<file path="src/rtl/tree_loader_pkg.sv">
`default_nettype none
// ============================================================================
// Module   : tree_loader_pkg
// Brief    : Shared node-word field layout, widths and loader state encoding
//            for the treeval sideband loader.
// Revision : 1.0 - initial release
// ============================================================================
package tree_loader_pkg;

  // Packed node word geometry
  localparam int c_node_size = 32;
  localparam int c_w_addr    = 10;
  localparam int c_w_parent  = 10;
  localparam int c_w_action  = 3;
  localparam int c_w_reward  = 10;
  localparam int c_w_weight  = 8;

  // Field positions inside the packed node word
  localparam int c_parent_hi = 31;
  localparam int c_parent_lo = 22;
  localparam int c_action_hi = 21;
  localparam int c_action_lo = 19;
  localparam int c_strat_bit = 18;
  localparam int c_reward_hi = 17;
  localparam int c_reward_lo = 8;
  localparam int c_weight_hi = 7;
  localparam int c_weight_lo = 0;

  typedef struct packed {
    logic [c_w_parent-1:0] parent;
    logic [c_w_action-1:0] action;
    logic                  strat;
    logic [c_w_reward-1:0] reward;
    logic [c_w_weight-1:0] weight;
  } node_fields_t;

  typedef enum logic [2:0] {
    S_IDLE = 3'd0,
    S_CONF = 3'd1,
    S_WAIT = 3'd2,
    S_PAR  = 3'd3,
    S_ACT  = 3'd4,
    S_REW  = 3'd5,
    S_WGT  = 3'd6,
    S_DONE = 3'd7
  } loader_state_t;

  // treeval stores strategy flag above the action code in a single 4-bit field
  function automatic logic [3:0] act_code(input node_fields_t f);
    return {f.strat, f.action};
  endfunction

endpackage
`default_nettype wire

</file>
<file path="src/rtl/tree_node_unpack.sv">
`default_nettype none
// ============================================================================
// Module   : tree_node_unpack
// Brief    : Combinational split of a packed 32-bit node word into fields.
// Revision : 1.0 - initial release
// ============================================================================
module tree_node_unpack
  import tree_loader_pkg::*;
(
  input  logic [c_node_size-1:0] i_word,
  output node_fields_t           o_fields
);

  // Pure bit slicing of the packed word into named fields
  always_comb begin
    o_fields        = '0;
    o_fields.parent = i_word[c_parent_hi:c_parent_lo];
    o_fields.action = i_word[c_action_hi:c_action_lo];
    o_fields.strat  = i_word[c_strat_bit];
    o_fields.reward = i_word[c_reward_hi:c_reward_lo];
    o_fields.weight = i_word[c_weight_hi:c_weight_lo];
  end

endmodule
`default_nettype wire

</file>
<file path="src/rtl/tree_loader.sv">
`default_nettype none
// ============================================================================
// Module   : tree_loader
// Brief    : Host-side writer for the treeval sideband load interface.
//            Takes packed node words from a valid/ready stream, programs the
//            node count, serialises each word into four field strobes and
//            pulses treeval reset when the load completes.
// Revision : 1.0 - initial release
// ============================================================================
module tree_loader
  import tree_loader_pkg::*;
#(
  parameter int W_ADDR    = 10,
  parameter int NODE_SIZE = 32,
  parameter int W_DATA    = 10
) (
  input  logic                 clk,
  input  logic                 rst,
  input  logic                 load_start,
  input  logic [W_ADDR:0]      load_nodes,
  input  logic                 s_valid,
  output logic                 s_ready,
  input  logic [NODE_SIZE-1:0] s_data,
  input  logic                 s_last,
  output logic                 tv_conf_nodes,
  output logic [W_DATA-1:0]    tv_conf_data,
  output logic                 tv_mem_par,
  output logic                 tv_mem_act,
  output logic                 tv_mem_rew,
  output logic                 tv_mem_weight,
  output logic [W_ADDR-1:0]    tv_mem_addr,
  output logic [W_DATA-1:0]    tv_mem_data,
  output logic                 tv_rst,
  output logic                 busy,
  output logic                 done,
  output logic                 err
);

  localparam logic [W_ADDR:0] c_min_nodes = (W_ADDR+1)'(2);
  localparam logic [W_ADDR:0] c_max_nodes = {1'b1, {W_ADDR{1'b0}}};

  loader_state_t          r_state;
  logic [W_ADDR:0]        r_nodes;
  logic [W_ADDR-1:0]      r_idx;
  logic [NODE_SIZE-1:0]   r_node;

  logic [NODE_SIZE-1:0]   w_word;
  node_fields_t           w_fields;
  logic [W_ADDR:0]        w_last_idx;
  logic                   w_is_last;
  logic                   w_n_legal;

  // In WAIT the parent field is taken straight off the stream so PAR can
  // follow the handshake without an extra cycle; later fields use the copy.
  assign w_word     = (r_state == S_WAIT) ? s_data : r_node;
  assign w_last_idx = r_nodes - (W_ADDR+1)'(1);
  assign w_is_last  = ({1'b0, r_idx} == w_last_idx);
  assign w_n_legal  = (load_nodes >= c_min_nodes) && (load_nodes <= c_max_nodes);
  assign tv_mem_addr = r_idx;

  tree_node_unpack u_unpack (
    .i_word   (w_word),
    .o_fields (w_fields)
  );

  // Load sequencer; every output is registered and set for the state entered
  always_ff @(posedge clk) begin
    if (rst) begin
      r_state       <= S_IDLE;
      r_nodes       <= '0;
      r_idx         <= '0;
      r_node        <= '0;
      s_ready       <= 1'b0;
      tv_conf_nodes <= 1'b0;
      tv_conf_data  <= '0;
      tv_mem_par    <= 1'b0;
      tv_mem_act    <= 1'b0;
      tv_mem_rew    <= 1'b0;
      tv_mem_weight <= 1'b0;
      tv_mem_data   <= '0;
      tv_rst        <= 1'b0;
      busy          <= 1'b0;
      done          <= 1'b0;
      err           <= 1'b0;
    end else begin
      tv_conf_nodes <= 1'b0;
      tv_mem_par    <= 1'b0;
      tv_mem_act    <= 1'b0;
      tv_mem_rew    <= 1'b0;
      tv_mem_weight <= 1'b0;
      tv_rst        <= 1'b0;
      done          <= 1'b0;
      case (r_state)
        S_IDLE: begin
          if (load_start) begin
            if (w_n_legal) begin
              r_nodes       <= load_nodes;
              r_idx         <= '0;
              err           <= 1'b0;
              busy          <= 1'b1;
              tv_conf_nodes <= 1'b1;
              tv_conf_data  <= W_DATA'(load_nodes);
              r_state       <= S_CONF;
            end else begin
              err <= 1'b1;
            end
          end
        end
        S_CONF: begin
          s_ready <= 1'b1;
          r_state <= S_WAIT;
        end
        S_WAIT: begin
          if (s_valid) begin
            r_node      <= s_data;
            s_ready     <= 1'b0;
            tv_mem_par  <= 1'b1;
            tv_mem_data <= W_DATA'(w_fields.parent);
            // framing mismatch is flagged but the load still runs N words
            if (s_last != w_is_last) begin
              err <= 1'b1;
            end
            r_state <= S_PAR;
          end
        end
        S_PAR: begin
          tv_mem_act  <= 1'b1;
          tv_mem_data <= W_DATA'(act_code(w_fields));
          r_state     <= S_ACT;
        end
        S_ACT: begin
          tv_mem_rew  <= 1'b1;
          tv_mem_data <= W_DATA'(w_fields.reward);
          r_state     <= S_REW;
        end
        S_REW: begin
          tv_mem_weight <= 1'b1;
          tv_mem_data   <= W_DATA'(w_fields.weight);
          r_state       <= S_WGT;
        end
        S_WGT: begin
          if (w_is_last) begin
            tv_rst  <= 1'b1;
            done    <= 1'b1;
            r_state <= S_DONE;
          end else begin
            r_idx   <= r_idx + W_ADDR'(1);
            s_ready <= 1'b1;
            r_state <= S_WAIT;
          end
        end
        S_DONE: begin
          busy    <= 1'b0;
          r_state <= S_IDLE;
        end
        default: begin
          r_state <= S_IDLE;
        end
      endcase
    end
  end

endmodule
`default_nettype wire
</file>
<file path="config.mk">
export PLATFORM = sky130hd
export DESIGN_NAME = tree_loader
export DESIGN_NICKNAME = d
export VERILOG_FILES = /design/src/rtl/tree_loader_pkg.sv /design/src/rtl/tree_node_unpack.sv /design/src/rtl/tree_loader.sv
export SDC_FILE = /design/constraint.sdc
export NUM_CORES = 1
export LEC_CHECK = 0
export ABC_AREA = 1
export ABC_CLOCK_PERIOD_IN_PS = 2700
export CAP_MARGIN = 20
export CORE_MARGIN = 4
export CORE_UTILIZATION = 50
export DETAILED_ROUTE_END_ITERATION = 8
export HOLD_SLACK_MARGIN = 0.06
export PLACE_DENSITY_LB_ADDON = 0.1
export SLEW_MARGIN = 15
export SYNTH_ARGS = -nofsm -noshare
export SYNTH_HDL_FRONTEND = slang
export SYNTH_SLANG_ARGS = --single-unit
</file>
<file path="constraint.sdc">
create_clock -name clk -period 2.7 [get_ports clk]
set_clock_uncertainty 0.1 [all_clocks]
set_input_delay 0.54 -clock clk [delete_from_list [all_inputs] [get_ports clk]]
set_output_delay 0.54 -clock clk [all_outputs]
set_load 0.05 [all_outputs]
</file>
==> results.md <==
- The share of total power dissipated in sequential elements is 0.399.
- The run finished with clean final reports.
- STA classifies the critical path startpoint as a flip-flop.
- The DRC violation total after the first TritonRoute iteration is ~190.
- The cell-internal power is slightly below 2000 µW.
- The number of library cell types mapped by synthesis is 40.
- The antenna violation net count after detailed routing is 0.
- The arrival time at the worst endpoint is between 1.5 and 2 ns.
- The cell taking the most area after synthesis is sky130_fd_sc_hd__dfxtp_1.
- Of the post-synthesis cell area, the dominant cell type holds 0.377.
- Yosys printed 0 warnings.
- For this run, the register share of the synthesized area comes to 0.377.
- The number of buffers and inverters on the critical path is 1.
- The max-slew violation total from the final report is 0.
- The power density over the cells is 610 nW/µm².
- The layout cell share with drive strength beyond 1 is 0.0781.
- The die is 94.8 µm tall.
- The depth of the CTS H-tree is 3.
- The cell area after synthesis is roughly 3800 µm².
- The routed design has about 10 mm of wire.
- The routed wirelength normalized by instance count is 13.9 µm.
- For this configuration, the core starts out at a cell density of 0.517.
- The routability congestion estimate from global placement is 0.959.
- The cell total after placement is 710.
- The number of buffers between clock root and the deepest sink is 2.
- The total routing usage reported by global routing is 0.238.
- The number of instances in the synthesized netlist is 547.
- The minimum setup slack in the final design is 0.287 ns.
- After floorplanning, the core was sized to cover 7290 µm².
- The first-pass detailed-route iteration total is 4.
- For this run, asynchronously set or reset flops after synthesis account for 0.
- The final period demand of the worst path is 2.41 ns.
- The worst hold path belongs to the class reg2reg.
- Across the run, the number of max-cap violations was 0.
- Compared with the post-synthesis result, the final layout area differs by 28.8%.
- In this run, synthesis inferred 0 flip-flops with an integrated enable.
- For the pin with the worst max-slew slack, the measured transition is 0.524 ns.
- The number of core rows is 31.
- The final instance count without filler cells is roughly 730.
- The total number of nets in the final design is 672.
- Entering global routing, the biggest net connects 34 pins.
- Clock tree synthesis inserted a total of 9 buffers.
- The endpoint required time on the critical path is 2.06 ns.
- Leaving out fill and tap cells, the most frequent cell in the layout is sky130_fd_sc_hd__nand2_1.
- The longest individual stage delay on the worst path is 0.88 ns.
- CTS placed an instance of sky130_fd_sc_hd__clkbuf_8 at the clock tree root.
- The analysis attributes to net switching a power of 1000 µW.
- The hold buffer count at cts is 0.
- A synthesized cell averages 6.89 µm².
- The floorplan die width is ~95 µm.
- The count of state elements after synthesis is 71.
- Counting every net in the synthesized netlist gives 597.
- Among cell families on the critical path, the largest total delay comes from buffers and inverters.
- TritonCTS built the clock tree.
- The first global-routing pass estimated approximately 17 mm of wire.
- In the layout the commonest cells are sky130_fd_sc_hd__nand2_1 (103), sky130_fd_sc_hd__clkdlybuf4s50_1 (87), sky130_fd_sc_hd__inv_1 (80).
- The cell type of the slowest stage on the worst timing path is sky130_fd_sc_hd__clkdlybuf4s50_1.
- Input and output buffers added on the ports amount to 87.
- After detailed routing, the number of remaining DRC violations is 0.
- Of the total power, the share spent switching nets is 0.339.
- The number of antenna diodes in the final layout is 0.
- The final clock period utilization by the worst path is 0.894.
- The die area is 8990 µm².
- Dividing the detail-routed via count by the number of cells gives about 5.2.
- Adding up every negative setup slack in the final design gives 0 ns.
- For this run, the leading register cell type out of synthesis is sky130_fd_sc_hd__dfxtp_1.
- The HPWL reported at the end of detailed placement is 7.58 mm.
- Of the total power, combinational logic draws 0.297.
- The max-slew headroom at the worst pin is 0.650.
- The initial antenna violation count is 0.
- The final route contains 3790 vias.
- Setup repair after global routing left no endpoint under its margin.
- The total overflow left after global routing is 0.
- The clock network fraction of total power is 0.304.
- The number of ports placed on the die boundary is 88.
- Setup violations remaining at the end of the flow were counted as 0.
- The type of element capturing the critical path is a primary output.
- The number of global-route vias before repair is between 3000 and 4000.
- The highest attainable clock frequency is 0.414 GHz.
- The count of clock tree sinks is 71.
- At the later pin of the worst-skew pair, clock insertion delay measures 0.34 ns.
- Once the clock tree was built, the resizer swapped 0 gates to a different size.
- The total leakage power is around 0.002 µW.
- VDD sags by at most 0.000555 V.
- The worst setup path is of the reg2out kind.
- After clock tree synthesis, the clock-pin slew on the worst setup and hold paths is 0.07 ns.
- Walking the worst path, the cells encountered are clkdlybuf4s50_1.
- The buffers inserted during post-CTS setup optimization is 0.
- The number of hold-slack violations in the final timing report is 0.
- Ranked by total cell area, the synthesized netlist is headed by sky130_fd_sc_hd__dfxtp_1 (38%), sky130_fd_sc_hd__nand2_1 (10%), sky130_fd_sc_hd__inv_1 (8.0%).
- The worst setup timing slack at the placement stage is approximately 0.37 ns.
- In this run the worst path has a maximum fanout of 7.
[cell usage after synthesis (all sizes together), types with 3 or more instances]
cell,number
buf,22
nand3,28
dfxtp,71
or2,3
xor2,8
clkbuf,13
nor2,75
a21oi,33
xnor2,5
inv,82
a211oi,5
nand2,108
o21ai,33
nand4,16
o31ai,13
o211ai,6
nor3,5
o22ai,6
[power by group through the flow]
stage	clock [µW]	combinational (µW)	sequential, µW
5_1_grt	964	976	1190
3_3_place_gp	0	859	1200
4_1_cts	923	881	1180
2_1_floorplan	0	539	1290
6_report	901	880	1180
3_5_place_dp	0	876	1200
[layout make-up]
class                      instances  area [µm²]
clock buffer                      12         135
clock inverter                     4        70.1
fill                             681        2440
inverter                          83         312
multi-input combinational        358        1830
sequential                        71        1420
tap                               99         124
timing repair buffer              99         961
[layer usage]
metal | GRT usage | vias up | part of all wire
li1 | - | 1905 | -
met1 | 0.294 | 1715 | 0.42
met2 | 0.400 | 145 | 0.49
met3 | 0.0422 | 25 | 0.059
met4 | 0.111 | 0 | 0.033
met5 | 0 | - | 0
[sequential cells by signal (all words and copies together) (netlist names)]
register,count
tv_mem_rew,1
tv_mem_weight,1
r_node,28
tv_conf_data,9
tv_mem_par,1
busy,1
done,1
err,1
tv_conf_nodes,1
tv_mem_data,10
s_ready,1
tv_mem_act,1
r_nodes,2
r_state,3
tv_mem_addr,10
[final timing paths]
| path | from | endpoint | slack, ns | cells past startpoint |
|---|---|---|---|---|
| worst min-delay path | err | err | 0.36 | 2 |
| worst max-delay path | tv_mem_addr[7] | tv_mem_addr[7] | 0.29 | 1 |
| worst min register to register | err | err | 0.36 | 2 |
| worst max register to register | tv_conf_data[0] | tv_mem_addr[8] | 0.32 | 14 |
[logic make-up after synthesis]
logic type / share of synthesized area
buf+inv: 0.137
flops: 0.377
xor+xnor: 0.0302
compound gates: 0.163
simple gates: 0.286
fa+ha+maj: 0.00664
[metrics by stage]
step / power (µW) / util / area, µm² / hold WS [ns]
floorplan: 1830 / - / 3770 / 0.339
global placement: 2060 / 0.638 / 4650 / 0.342
detailed placement: 2080 / 0.638 / 4650 / 0.355
CTS: 2990 / 0.666 / 4850 / 0.366
global route: 3130 / 0.666 / 4850 / 0.380
finish: 2960 / 0.666 / 4850 / 0.362
No activity file was read; power rests on OpenSTA's default activity.
